`config.mk`:
```
export PLATFORM = sky130hd
export DESIGN_NAME = q_meter_flat
export DESIGN_NICKNAME = d
export VERILOG_FILES = /design/src/rtl/q_meter_pkg.sv /design/src/rtl/q_meter_if.sv /design/src/rtl/q_accum.sv /design/src/rtl/q_meter.sv /design/src/flat_wrapper.sv
export SDC_FILE = /design/constraint.sdc
export NUM_CORES = 1
export LEC_CHECK = 0
export CELL_PAD_IN_SITES_DETAIL_PLACEMENT = 1
export CELL_PAD_IN_SITES_GLOBAL_PLACEMENT = 1
export CORE_MARGIN = 1
export CORE_UTILIZATION = 40
export CTS_CLUSTER_DIAMETER = 120
export DETAILED_ROUTE_END_ITERATION = 8
export PLACE_DENSITY_LB_ADDON = 0.1
export REMOVE_ABC_BUFFERS = 1
export SLEW_MARGIN = 15
export SYNTH_ARGS = -nofsm -noshare
export SYNTH_HDL_FRONTEND = slang
export SYNTH_SLANG_ARGS = --single-unit
```
`constraint.sdc`:
```
create_clock -name clk -period 3.1 [get_ports clk]
set_input_delay 0.62 -clock clk [delete_from_list [all_inputs] [get_ports clk]]
set_output_delay 0.62 -clock clk [all_outputs]
set_load 0.02 [all_outputs]
```
`src/rtl/q_meter_pkg.sv`:
```
// q_meter_pkg: shared types and defaults for the Q measurement front-end.
//   q_meter_state_t : measurement FSM states
//   *_DEF           : default bus width, settling interval and averaging depth
//   acc_width()     : accumulator width that holds 2**log2_avg full-scale samples
package q_meter_pkg;

  typedef enum logic [1:0] {
    ST_IDLE,
    ST_SETTLE,
    ST_ACQUIRE,
    ST_DONE
  } q_meter_state_t;

  localparam int unsigned BUS_WIDTH_DEF     = 10;
  localparam int unsigned SETTLE_CYCLES_DEF = 16;
  localparam int unsigned LOG2_AVG_DEF      = 3;

  // Summing 2**log2_avg unsigned values needs log2_avg extra bits to be overflow-free.
  function automatic int unsigned acc_width(input int unsigned bus_width,
                                            input int unsigned log2_avg);
    return bus_width + log2_avg;
  endfunction

endpackage

```
`src/rtl/q_meter_if.sv`:
```
// q_meter_if: controller/sensor side bundle of the Q meter.
//   enable, i_ref, sample, sample_valid : towards the meter
//   q_measured, ready                   : from the meter
// modport master : the environment (controller + sensing datapath)
// modport slave  : the q_meter block
interface q_meter_if import q_meter_pkg::*; #(
  parameter int unsigned BUS_WIDTH = BUS_WIDTH_DEF
);
  logic                 enable;
  logic [BUS_WIDTH-1:0] i_ref;
  logic [BUS_WIDTH-1:0] sample;
  logic                 sample_valid;
  logic [BUS_WIDTH-1:0] q_measured;
  logic                 ready;

  modport master (
    output enable, i_ref, sample, sample_valid,
    input  q_measured, ready
  );

  modport slave (
    input  enable, i_ref, sample, sample_valid,
    output q_measured, ready
  );
endinterface

```
`src/rtl/q_accum.sv`:
```
// q_accum: sample accumulator for one averaged measurement.
//   clk, rst   : clock, synchronous active-low reset
//   clear      : zero the sum and the sample count (wins over add)
//   add        : accept sample this cycle
//   sample     : unsigned sample value
//   full       : the sample accepted this cycle is the 2**LOG2_AVG-th one
//   mean_next  : floor mean of the sum including this cycle's sample
module q_accum import q_meter_pkg::*; #(
  parameter int unsigned BUS_WIDTH = BUS_WIDTH_DEF,
  parameter int unsigned LOG2_AVG  = LOG2_AVG_DEF
) (
  input  logic                 clk,
  input  logic                 rst,
  input  logic                 clear,
  input  logic                 add,
  input  logic [BUS_WIDTH-1:0] sample,
  output logic                 full,
  output logic [BUS_WIDTH-1:0] mean_next
);
  localparam int unsigned ACC_W = acc_width(BUS_WIDTH, LOG2_AVG);
  localparam int unsigned CNT_W = (LOG2_AVG > 0) ? LOG2_AVG : 1;
  localparam logic [CNT_W-1:0] LAST = CNT_W'((2 ** LOG2_AVG) - 1);

  logic [ACC_W-1:0] acc;
  logic [CNT_W-1:0] cnt;
  logic [ACC_W-1:0] sum_next;

  assign sum_next  = acc + ACC_W'(sample);
  // The FSM latches the result on the same edge that accepts the last sample,
  // so the mean is taken from the sum including that sample.
  assign mean_next = BUS_WIDTH'(sum_next >> LOG2_AVG);
  assign full      = add && (cnt == LAST);

  always_ff @(posedge clk) begin
    // NOTE: registers use non-blocking (<=) so every flop sees pre-edge values.
    if (!rst || clear) begin
      acc <= '0;
      cnt <= '0;
    end else if (add) begin
      acc <= sum_next;
      cnt <= cnt + CNT_W'(1);
    end
  end

endmodule

```
`src/rtl/q_meter.sv`:
```
// q_meter: waits SETTLE_CYCLES after each new i_ref, averages 2**LOG2_AVG valid
// samples and reports the floor mean on q_measured with a one-cycle ready pulse.
//   clk  : clock, rising edge
//   rst  : synchronous active-low reset
//   bus  : q_meter_if.slave (enable, i_ref, sample, sample_valid -> q_measured, ready)
// Build option: define Q_METER_RESTART_EN to abort and restart a measurement when
// i_ref changes during SETTLE/ACQUIRE; otherwise the change is taken up afterwards.
module q_meter import q_meter_pkg::*; #(
  parameter int unsigned BUS_WIDTH     = BUS_WIDTH_DEF,
  parameter int unsigned SETTLE_CYCLES = SETTLE_CYCLES_DEF,
  parameter int unsigned LOG2_AVG      = LOG2_AVG_DEF
) (
  input logic      clk,
  input logic      rst,
  q_meter_if.slave bus
);
  localparam int unsigned SET_W = (SETTLE_CYCLES > 0) ? $clog2(SETTLE_CYCLES + 1) : 1;
  localparam logic [SET_W-1:0] SETTLE_LOAD = SET_W'(SETTLE_CYCLES);
  // With no settling interval a measurement starts directly in ACQUIRE.
  localparam q_meter_state_t ENTRY_STATE = (SETTLE_CYCLES == 0) ? ST_ACQUIRE : ST_SETTLE;

  q_meter_state_t       state, state_next;
  logic [BUS_WIDTH-1:0] i_ref_q;
  logic                 first;
  logic [SET_W-1:0]     settle_cnt;
  logic [BUS_WIDTH-1:0] q_measured_r;
  logic                 ready_r;

  logic                 ref_changed, request, restart, start;
  logic                 acc_clear, acc_add, acc_full;
  logic [BUS_WIDTH-1:0] acc_mean;

  assign ref_changed = (bus.i_ref != i_ref_q);
  assign request     = bus.enable && (first || ref_changed);

`ifdef Q_METER_RESTART_EN
  assign restart = bus.enable && ref_changed &&
                   ((state == ST_SETTLE) || (state == ST_ACQUIRE));
`else
  assign restart = 1'b0;
`endif

  // Kept outside the FSM block so acc_full -> state_next has no path back into acc_add.
  assign acc_add   = bus.enable && !restart && (state == ST_ACQUIRE) && bus.sample_valid;
  assign acc_clear = !bus.enable || start;

  q_accum #(
    .BUS_WIDTH (BUS_WIDTH),
    .LOG2_AVG  (LOG2_AVG)
  ) u_accum (
    .clk       (clk),
    .rst       (rst),
    .clear     (acc_clear),
    .add       (acc_add),
    .sample    (bus.sample),
    .full      (acc_full),
    .mean_next (acc_mean)
  );

  always_comb begin
    // NOTE: defaults first so no path through this block leaves a signal unassigned (no latch).
    state_next = state;
    start      = 1'b0;
    if (!bus.enable) begin
      state_next = ST_IDLE;
    end else if (restart) begin
      start      = 1'b1;
      state_next = ENTRY_STATE;
    end else begin
      unique case (state)
        ST_IDLE: begin
          if (request) begin
            start      = 1'b1;
            state_next = ENTRY_STATE;
          end
        end
        ST_SETTLE:  if (settle_cnt == SET_W'(1)) state_next = ST_ACQUIRE;
        ST_ACQUIRE: if (acc_full) state_next = ST_DONE;
        ST_DONE:    state_next = ST_IDLE;
        default:    state_next = ST_IDLE;
      endcase
    end
  end

  always_ff @(posedge clk) begin
    if (!rst) begin
      state        <= ST_IDLE;
      i_ref_q      <= '0;
      first        <= 1'b1;
      settle_cnt   <= '0;
      q_measured_r <= '0;
      ready_r      <= 1'b0;
    end else begin
      state <= state_next;
      // ready and q_measured are registered on entry to DONE so both are
      // visible exactly during the DONE cycle.
      ready_r <= (state_next == ST_DONE);
      if (state_next == ST_DONE) q_measured_r <= acc_mean;
      if (start) begin
        i_ref_q    <= bus.i_ref;
        first      <= 1'b0;
        settle_cnt <= SETTLE_LOAD;
      end else if (state == ST_SETTLE) begin
        settle_cnt <= settle_cnt - SET_W'(1);
      end
    end
  end

  assign bus.q_measured = q_measured_r;
  assign bus.ready      = ready_r;

endmodule

```
`src/flat_wrapper.sv`:
```
// flat-port wrapper written by rule: the top's interface ports become plain ports
module q_meter_flat import q_meter_pkg::*;
#(
  parameter int unsigned BUS_WIDTH     = BUS_WIDTH_DEF,
  parameter int unsigned SETTLE_CYCLES = SETTLE_CYCLES_DEF,
  parameter int unsigned LOG2_AVG      = LOG2_AVG_DEF
)
  (clk, rst, bus_enable, bus_i_ref, bus_sample, bus_sample_valid, bus_q_measured, bus_ready);
  q_meter_if #(.BUS_WIDTH(BUS_WIDTH)) bus_i ();
  input logic clk;
  input logic rst;
  input wire logic [$bits(bus_i.enable)-1:0] bus_enable;
  input wire logic [$bits(bus_i.i_ref)-1:0] bus_i_ref;
  input wire logic [$bits(bus_i.sample)-1:0] bus_sample;
  input wire logic [$bits(bus_i.sample_valid)-1:0] bus_sample_valid;
  output wire logic [$bits(bus_i.q_measured)-1:0] bus_q_measured;
  output wire logic [$bits(bus_i.ready)-1:0] bus_ready;
  assign bus_i.enable = bus_enable;
  assign bus_i.i_ref = bus_i_ref;
  assign bus_i.sample = bus_sample;
  assign bus_i.sample_valid = bus_sample_valid;
  assign bus_q_measured = bus_i.q_measured;
  assign bus_ready = bus_i.ready;
  q_meter #(.BUS_WIDTH(BUS_WIDTH), .SETTLE_CYCLES(SETTLE_CYCLES), .LOG2_AVG(LOG2_AVG)) u_core (.clk(clk), .rst(rst), .bus(bus_i));
endmodule
```
* Word level (Yosys, flattened, before mapping)
Index checks and enable logic that the tools add are counted.
Storage, ports and cells: input port bits 24, register bits 45
Operators by class: add/subtract/negate cells 3, reduce and logical (&&, ||, !) cells 12, equality and inequality tests 7, bitwise logic cells 1, multiplexer cells 10
Operators with widths (count):
- $add 13x10->13 | 1
- $mux 5 | 2
- $ne 10x10->1 | 1
- $mux 2 | 4
- $pmux 2 s4 | 1
- $eq 2x2->1 const B | 3
- $eq 5x1->1 const B | 1
- $sub 5x1->5 const B | 1
- $logic_and 1x1->1 | 4
- $add 3x1->3 const B | 1
- $eq 3x3->1 const B | 1
- $logic_or 1x1->1 | 3
- $mux 1 | 3
- $eq 2x1->1 const B | 1
- $logic_not 1->1 | 2
- $logic_not 2->1 | 1
- $reduce_bool 2->1 | 1
- $reduce_or 2->1 | 1
- $not 1->1 | 1

* Longest topological paths before layout
Gate-level depths: netlist (run 1).
depth after elaboration 8, mapped depth 7, mapped depth without buffers 7

* Cells and area by module
A second synthesis (run 1) with hierarchy kept.
Second synthesis, totals: cells, all modules 320, area, all modules 2650.0 sq um
Modules (own cells, without submodules):
- q_meter | area an instance 1401.3 sq um, cells an instance 173, sequential area each 580.6 sq um, times used 1
- q_accum | area an instance 1248.7 sq um, cells an instance 147, sequential area each 320.3 sq um, times used 1

* Worst setup path after synthesis (run 1)
Ideal clock, no wire load.
path kind input -> register, start in bus_sample[0], end reg u_core.q_measured_r[5], in the netlist u_core.bus.q_measured[5], setup time 0.115 ns, arrival 2.261 ns, path buffers 0, path slack 0.724 ns, stages on the path 7, path through ha_1 > fa_1 > a211oi_1 > o21ai_0 > a311oi_1 > o31ai_1 > and2_1
Between the ends: cells in the longest elaborated chain, start to end 1
RTL lines:
- start: declaration | line flat_wrapper.sv:14 | input wire logic [$bits(bus_i.sample)-1:0] bus_sample;
- $add 13x10->13 | line q_accum.sv:28 | assign sum_next = acc + ACC_W'(sample);
- end signal: assignment | line q_meter.sv:98 | if (state_next == ST_DONE) q_measured_r <= acc_mean;
- end: declaration | line q_meter.sv:26 | logic [BUS_WIDTH-1:0] q_measured_r;
No other way between the ends. A chain may end at the register's enable or synchronous reset.

* Final worst setup path (run 1)
start in bus_sample[0], end reg u_core.u_accum.acc[8]
Between the ends: cells in the longest elaborated chain, start to end 1
RTL lines:
- $add 13x10->13 | line q_accum.sv:28
- end signal: assignment | line q_accum.sv:40 | acc <= sum_next;
- end: declaration | line q_accum.sv:24 | logic [ACC_W-1:0] acc;
No other way between the ends.

==> results of run 1 <==
[power by group]
group	switching (W)	internal [W]	total, W	leakage (nW)
clock	0.000210	0.000202	0.000412	0.0542
combinational	0.0000593	0.0000606	0.000120	0.657
sequential	0.0000109	0.000592	0.000603	0.365
[path summary, 6_finish.rpt]
path	endpoint	slack [ps]	cells past startpoint
max	u_core.u_accum.acc[8]$_SDFFE_PP0P_	350	9
min	u_core.first$_SDFFE_PN1P_	460	2
max reg2reg	u_core.u_accum.acc[8]$_SDFFE_PP0P_	780	8
min reg2reg	u_core.first$_SDFFE_PN1P_	460	2
[metrics by stage]
| step | cell area (sq um) | util | setup WS (ps) |
|---|---|---|---|
| finish | 2860 | 0.509 | 352 |
| CTS | 2860 | 0.509 | 375 |
| global placement | 2760 | 0.491 | 101 |
| floorplan | 2290 | - | 724 |
| global route | 2860 | 0.509 | 144 |
| detailed placement | 2760 | 0.491 | 67.4 |
[critical path, delay by kind of cell]
kind / cells / cell delay (ps)
AO/OA/AOI/OAI: 3 / 600
adder cells (fa/ha/maj): 2 / 670
buffers and inverters: 2 / 580
AND/OR/NAND/NOR: 2 / 510
[registers in the layout, indices dropped and copies added (netlist names)]
name / flops
u_core.state: 2
u_core.bus.ready: 1
u_core.u_accum.acc: 13
u_core.i_ref_q: 10
u_core.first: 1
u_core.bus.q_measured: 10
u_core.settle_cnt: 5
u_core.u_accum.cnt: 3
[placed cells by master, fill, tap and decap left out, drive strengths merged, types with 4 or more instances in the layout]
| cell type | netlist | final |
|---|---|---|
| o21ai | 22 | 22 |
| or3 | 5 | 5 |
| nand2 | 51 | 51 |
| a31oi | 5 | 5 |
| inv | 4 | 4 |
| a21boi | 8 | 8 |
| a21o | 4 | 4 |
| a211oi | 4 | 4 |
| clkdlybuf4s50 | 0 | 34 |
| xor2 | 16 | 16 |
| nor3 | 4 | 4 |
| buf | 8 | 5 |
| a21oi | 25 | 25 |
| nor2 | 12 | 12 |
| clkbuf | 6 | 7 |
| ha | 14 | 14 |
| nand3 | 15 | 15 |
| and2 | 4 | 4 |
| xnor2 | 8 | 8 |
| dfxtp | 45 | 45 |
| o211ai | 5 | 5 |
[cell families after synthesis]
kind of cell,count (synthesis),share of synthesized area
XOR/XNOR,24,0.0892
adder cells (fa/ha/maj),15,0.0828
AO/OA/AOI/OAI,79,0.208
buffers and inverters,18,0.0361
AND/OR/NAND/NOR,102,0.202
flip-flops,45,0.382
[per-layer routing]
layer / wire [microns] / GRT usage
met3: 145 / 0.0368
met1: 2950 / 0.277
met2: 2590 / 0.323
met4: 66 / 0.0574
met5: 0 / 0
[final cells by class]
cell class                      instances  share of cell area
Clock buffer                            7              0.0337
Clock inverter                          1             0.00175
Inverter                                4             0.00526
Multi-Input combinational cell        220               0.480
Sequential cell                        45               0.315
Tap cell                               72              0.0315
Timing Repair Buffer                   39               0.132
==> metrics.txt, run 1 <==
fraction of layout cells with a size suffix above 1=0.0665; final hold violation count=0; Fmax achieved=approximately 360 MHz; power density cells=about 400 mW/mm^2; Post-synth EDFFs=0; Critical Path AT=between 2000 and 3000 ps; clk_skew=7.83 ps; core region area=approximately 0.0056 sq mm; gpl congestion=0.835; Post-Route Setup TNS=0 ps; CTS Hold Bufs=0; syn avg cell area=8.33 sq um; grt ovf=0; Reg-to-Reg Start=u_core.u_accum.acc[0]$_SDFFE_PP0P_; slowest CP cell=fa_1; Die W=78.8 microns; Layout Cells excl Fill=388; CP Data Required Time=3320 ps; run status=finished, final reports clean; DRC viols=0; Layout Nets=354; Placed Cells=380; measured slew at the worst slew-check pin=499 ps; total number of vias=2080; antenna violations before repair=0; Hold Startpoint=u_core.first$_SDFFE_PN1P_; critical-path maximum fanout=4; Synth top cells by count=nand2_1 (51), dfxtp_1 (45), a21oi_1 (25); final hold slack=458 ps; first-pass GRT wire length=~10000 microns; critical-path cell list=clkdlybuf4s50_1 -> ha_1 -> fa_1 -> a211oi_1 -> buf_4 -> o211ai_2 -> and2_1 -> or3_1 -> a21oi_1; most frequent cell after synthesis=nand2_1; Inserted Clock Buffers=5; Yosys top cell by area=dfxtp_1; # fillers=around 700; WL final=5750 microns; area of the die=0.00620 sq mm; pins over their slew limit=0; largest net degree at the start of global routing=36; max_slew headroom=0.664; critical path type=input port to flip-flop; Tot Pwr=approximately 0.0011 W; post-DR wirelength/cell=14.8 microns; Syn Inst Count=283; Antenna Diode Count=0; DIE HEIGHT=78.8 microns; sequential share of the synthesized area=0.382; max-cap viol count=0; DR pass1 iterations=4; mapped cell area=0.00236 sq mm; vias per cell=5.36; area share of the largest cell type after synthesis=0.382; CP endpoint kind=flip-flop; Area Growth Syn to Fin=21.2%; I/O Buffers=34; crit share post-route=0.887; Max Buffers Root-to-Sink=2; Sequential cell area=about 900 sq um; Critical Path Start=bus_sample[0]; Worst-path clk slew=~90 ps; dpl hpwl=about 4200 microns; Hold Crit Class=flip-flop to flip-flop; Final ANT Viol Nets=0; CTS resizes=0; Critical Path Start Type=input port; top post-synthesis cells by area=dfxtp_1 (38%), nand2_1 (8.1%), ha_1 (7.4%); Root Buffer=clkbuf_8; fin crit period=2750 ps; H-tree Lvls=2; CTS sink count=45; Yosys warning total=0; final setup fails=0; Skew-Pair Late Insertion Delay=approximately 300 ps; Leak=1.08 nW; Initial Util=0.420; row count=27; Total GRT Usage=0.202; ys flop type=dfxtp_1; asr flop ratio synth=0; worst vdd ir=a little under 0.2 mV; CP max stage delay=430 ps; number of global-route vias before repair=2038; # IOs=35; number of synthesized register bits=45; RSZ-0062 raised after global routing=no; clock tree from TritonCTS=built; area of the multi-input gates=around 0.0014 sq mm; post-CTS setup buffer count=0; Synth cell types=slightly above 40; DR iter-0 viols=64
Note: power is estimated with default switching activity, not from simulation.
==> run 2, diff against run 1 <==
CORE_ASPECT_RATIO = 0.6   (was unset)
RECOVER_POWER = 50   (was unset)
==> run 2 against run 1 <==
Setup slack improved by 31 ps; highest routed layer unchanged; clock power fell by 10%; clock skew fell by 1.9 ps; power fell by 3.6%; global-route usage fell by 0.99 points; combinational power barely moved.
==> metrics.txt, run 2 (synthesized netlist as in run 1, its figures left out) <==
run status=finished, final reports clean (unchanged); Initial Util=0.419 (was 0.420); max_slew headroom=0.0541 (was 0.664); DRC viols=0 (unchanged); row count=21 (was 27); Fmax achieved=368 MHz (was 364 MHz); slowest CP cell=fa_1 (unchanged); critical path type=input port to flip-flop (unchanged); DR pass1 iterations=4 (unchanged); Biggest register=u_core.u_accum.acc (unchanged); power density cells=384 mW/mm^2 (was 397 mW/mm^2); final hold violation count=0 (unchanged); Critical Path AT=2910 ps (was 2970 ps); grt ovf=0 (unchanged); clock tree from TritonCTS=built (unchanged); Leak=1.10 nW (was 1.08 nW); total number of vias=2044 (was 2080); Final ANT Viol Nets=0 (unchanged); post-CTS setup buffer count=0 (unchanged); crit share post-route=0.877 (was 0.887); post-DR wirelength/cell=14.2 microns (was 14.8 microns); Layout Cells excl Fill=395 (was 388); Root Buffer=clkbuf_8 (unchanged); reg-to-reg endpoint=u_core.bus.q_measured[5]$_SDFFE_PN0N_ (was u_core.u_accum.acc[8]$_SDFFE_PP0P_); number of global-route vias before repair=1908 (was 2038); antenna violations before repair=0 (unchanged); CTS resizes=0 (unchanged); fraction of layout cells with a size suffix above 1=0.0571 (was 0.0665); Reg-to-Reg Start=u_core.u_accum.acc[0]$_SDFFE_PP0P_ (unchanged); measured slew at the worst slew-check pin=1420 ps (was 499 ps); Skew-Pair Late Insertion Delay=290 ps (was 300 ps); gpl congestion=0.734 (was 0.835); max-cap viol count=0 (unchanged); clk_skew=5.93 ps (was 7.83 ps); final setup fails=0 (unchanged); DR iter-0 viols=61 (was 64); Antenna Diode Count=0 (unchanged); CP Data Required Time=3290 ps (was 3320 ps); CTS Hold Bufs=0 (unchanged); WL final=5620 microns (was 5750 microns); dpl hpwl=4320 microns (was 4200 microns); Min-Delay Endpoint=u_core.first$_SDFFE_PN1P_ (unchanged); Hold Startpoint=u_core.first$_SDFFE_PN1P_ (unchanged); Worst R2R Path Depth=7 (was 8); # IOs=35 (unchanged); Hold Crit Class=flip-flop to flip-flop (unchanged); worst hold path cell count=2 (unchanged); DIE HEIGHT=61.5 microns (was 78.8 microns); Area Growth Syn to Fin=20.8% (was 21.2%); Critical Path Start Type=input port (unchanged); I/O Buffers=34 (unchanged); fin crit period=2720 ps (was 2750 ps); RSZ-0062 raised after global routing=no (unchanged); vias per cell=5.17 (was 5.36); first-pass GRT wire length=9260 microns (was 9830 microns); Worst-path clk slew=80 ps (was 90 ps); R2R Setup Slk=820 ps (was 780 ps); critical-path cell list=clkdlybuf4s50_1 -> ha_1 -> fa_1 -> a211oi_1 -> o21ai_0 -> a311oi_1 -> o31ai_1 -> and2_1 (was clkdlybuf4s50_1 -> ha_1 -> fa_1 -> a211oi_1 -> buf_4 -> o211ai_2 -> and2_1 -> or3_1 -> a21oi_1); Layout Nets=354 (unchanged); CP endpoint kind=flip-flop (unchanged); critical-path maximum fanout=3 (was 4); CTS sink count=45 (unchanged); CP max stage delay=450 ps (was 430 ps); Max Buffers Root-to-Sink=2 (unchanged); H-tree Lvls=2 (unchanged); Placed Cells=388 (was 380); largest net degree at the start of global routing=36 (unchanged); Post-Route Setup TNS=0 ps (unchanged); # fillers=688 (was 704); pins over their slew limit=0 (unchanged); Total GRT Usage=0.192 (was 0.202); most frequent cells in the layout=nand2_1 (51), dfxtp_1 (45), a21oi_1 (25), clkdlybuf4s50_1 (22), o21ai_0 (21) (was nand2_1 (51), dfxtp_1 (45), clkdlybuf4s50_1 (34), a21oi_1 (25), o21ai_0 (21)); Inserted Clock Buffers=5 (unchanged); worst vdd ir=0.146 mV (was 0.195 mV); commonest non-fill, non-tap cell in the layout=nand2_1 (unchanged); core region area=0.00562 sq mm (was 0.00561 sq mm); Die W=101 microns (was 78.8 microns); Largest register FFs=13 (unchanged); area of the die=0.00621 sq mm (was 0.00620 sq mm)
-- run 2: cell types whose count changed in the layout (fill, tap and decap cells not counted), sizes merged --
cell | before | now
clkdlybuf4s50 | 34 | 22
dlygate4sd3 | 0 | 12
buf | 5 | 4
clkbuf | 7 | 8
clkinv | 1 | 0
-- run 2: stage by stage --
stage	instance area [sq um]	util	setup WS (ps)	power, W	hold slack, ps
after detailed placement	2770	0.492	53.9	0.000739	447
final	2850	0.506	383	0.00109	460
after global placement	2770	0.492	133	0.000735	435
after global routing	2850	0.506	200	0.00114	479
after floorplan	2290	-	724	0.000677	422
after CTS	2850	0.507	369	0.00111	460
-- run 2: report_power, final --
part,internal (W),switching [W]
Clock,0.000177,0.000192
Sequential,0.000592,0.0000112
Combinational,0.0000605,0.0000604
-- run 2: critical path: cells and delay by family --
family | cells | cell delay (ps)
AO/OA/AOI/OAI | 4 | 1040
adder cells (fa/ha/maj) | 2 | 690
buffers and inverters | 1 | 400
AND/OR/NAND/NOR | 1 | 160
-- run 2: worst max path at each step --
stage / depth (start not counted) / to / slack, ps / startpoint
3_3_place_gp: 8 / u_core.bus.q_measured[5]$_SDFFE_PN0N_ / 130 / bus_sample[0]
6_report: 8 / u_core.bus.q_measured[5]$_SDFFE_PN0N_ / 380 / bus_sample[0]
3_5_place_dp: 8 / u_core.bus.q_measured[5]$_SDFFE_PN0N_ / 50 / bus_sample[0]
2_1_floorplan: 7 / u_core.bus.q_measured[5]$_SDFFE_PN0N_ / 720 / bus_sample[0]
5_1_grt: 8 / u_core.bus.q_measured[5]$_SDFFE_PN0N_ / 200 / bus_sample[0]
4_1_cts: 8 / u_core.bus.q_measured[5]$_SDFFE_PN0N_ / 370 / bus_sample[0]
-- run 2: layout make-up --
cell class,instances,area (sq um),area share
multi-input cells,220,1370,0.482
inverters,4,15.0,0.00527
well taps,80,100,0.0351
clock buffers,7,86.3,0.0303
repair buffers,39,374,0.131
flip-flops and latches,45,901,0.316
-- run 2: per-layer routing --
layer	up-vias	share of wire	wire, microns	GRT usage
li1	1061	-	-	-
met1	949	0.55	3110	0.292
met2	30	0.41	2290	0.281
met3	4	0.035	194	0.0375
met4	0	0.0050	28	0.0373
met5	-	0	0	0
==> RTL edit: new RTL, config.mk and constraints of run 1 <==
The 4 states of `q_meter_state_t` get a one-hot encoding in 4 bits.
--- a/src/rtl/q_meter_pkg.sv
+++ b/src/rtl/q_meter_pkg.sv
@@ -5,9 +5,9 @@
 package q_meter_pkg;
 
-  typedef enum logic [1:0] {
-    ST_IDLE,
-    ST_SETTLE,
-    ST_ACQUIRE,
-    ST_DONE
+  typedef enum logic [3:0] {
+    ST_IDLE    = 4'b0001,
+    ST_SETTLE  = 4'b0010,
+    ST_ACQUIRE = 4'b0100,
+    ST_DONE    = 4'b1000
   } q_meter_state_t;
 
Check against the original RTL: no difference found for any inputs over 10 cycles, from zero or initial values and one cycle with rst low; not proved beyond that.
==> RTL edit against run 1 <==
Total power is 8.6% higher; die area is 9.3% higher; final area is 11% higher; worst setup slack better by 3.9 ps; register-to-register slack hardly changed; core utilization is 1.2 points higher; sequential cell count is 2 higher; fmax is 0.14% higher; sequential power is 4.0% higher; final cell count is 7.5% higher; routed wire length is 9.4% higher; global-route usage is 0.67 points higher; synthesized area is 9.5% higher.
==> RTL edit: results <==
export IMPL_grt_met3_usage_pct=3.96
export IMPL_vdd_ir_drop_max_uv=296
export IMPL_synth_commonest_cells="nand2_1, dfxtp_1, a21oi_1"
export IMPL_synth_xor_area_share_pct=6.45
export IMPL_crit_family="simple AND/OR/NAND/NOR gates"
export IMPL_crit_slowest_cell="or4_1"
export IMPL_wl_met2_mm=2.86
export IMPL_max_stage_delay_ps=480
export IMPL_status="complete, no violations"
export IMPL_worstHoldPathType="reg -> reg"
export IMPL_crit_fanout=6
export IMPL_slew_limit_headroom_pct=54.6
export IMPL_post_drt_wl_per_cell_um=15.1
export IMPL_grt_pass1_vias=2202
export IMPL_critPathArrivalTime_ps=2960
export IMPL_grt_max_degree=31
export IMPL_fin_skew_ps=7.73
export IMPL_final_layout_size_suffix_gt1_share_pct=9.36
export IMPL_cts_repair_resized=0
export IMPL_vias_per_cell=5.40
export IMPL_drtIter0Drc=57
export IMPL_grtUsageTotal_pct=20.9
export IMPL_fin_nets=380
export IMPL_synthAdderAreaFrac_pct=7.56
export IMPL_synth_compound_area_share_pct=18.1
export IMPL_use_met2_pct=33.2
export IMPL_place_congestion=0.771
export IMPL_dpl_hpwl_mm=4.78
export IMPL_synth_cell_types=58
export IMPL_grt_pass1_wl_mm=10.7
RTL edit: changes by cell type after synthesis, moves of 4 or more:
cell	change
a21oi_1	-7
o21ai_0	-13
mux2i_1	+11
o21a_1	+5
xnor2_1	-4
a21boi_0	-4
nand4_1	+4
inv_1	+12
RTL edit: final cells by class:
type,instances,area (sq um)
fill,719,2900
multi-input combinational,225,1520
sequential,47,941
timing repair buffer,46,430
tap,75,93.8
clock buffer,6,82.6
inverter,16,60.1
clock inverter,2,35.0
RTL edit: through the flow:
step	hold WS, ps	worst slack [ps]	power, W	cells	util, %
3_3_place_gp	440	-37.3	0.000766	409	50.1
6_report	456	356	0.00123	417	52.1
4_1_cts	459	129	0.00125	417	52.1
5_1_grt	471	163	0.00129	417	52.1
2_1_floorplan	436	619	0.000705	288	-
3_5_place_dp	445	-198	0.000771	409	50.1
RTL edit: final timing paths:
path,startpoint,slack [ps],cells past startpoint,end
worst min-delay path,u_core.bus.q_measured[6],460,2,u_core.bus.q_measured[6]
worst min register to register,u_core.bus.q_measured[6],460,2,u_core.bus.q_measured[6]
worst max register to register,u_core.u_accum.acc[0],780,8,u_core.bus.q_measured[9]
worst max-delay path,bus_sample[0],360,9,u_core.bus.q_measured[9]
RTL edit: where the power goes:
part | internal (W) | leakage [nW] | switching (W)
logic | 0.0000656 | 0.772 | 0.0000625
registers | 0.000617 | 0.381 | 0.0000105
clock network | 0.000261 | 0.0612 | 0.000216
total | 0.000944 | 1.21 | 0.000289
RTL edit: worst min-delay path: stages, from the launching register on:
cell and delay, ps:
dfxtp_1 320, nand2_1 50, a21oi_1 50
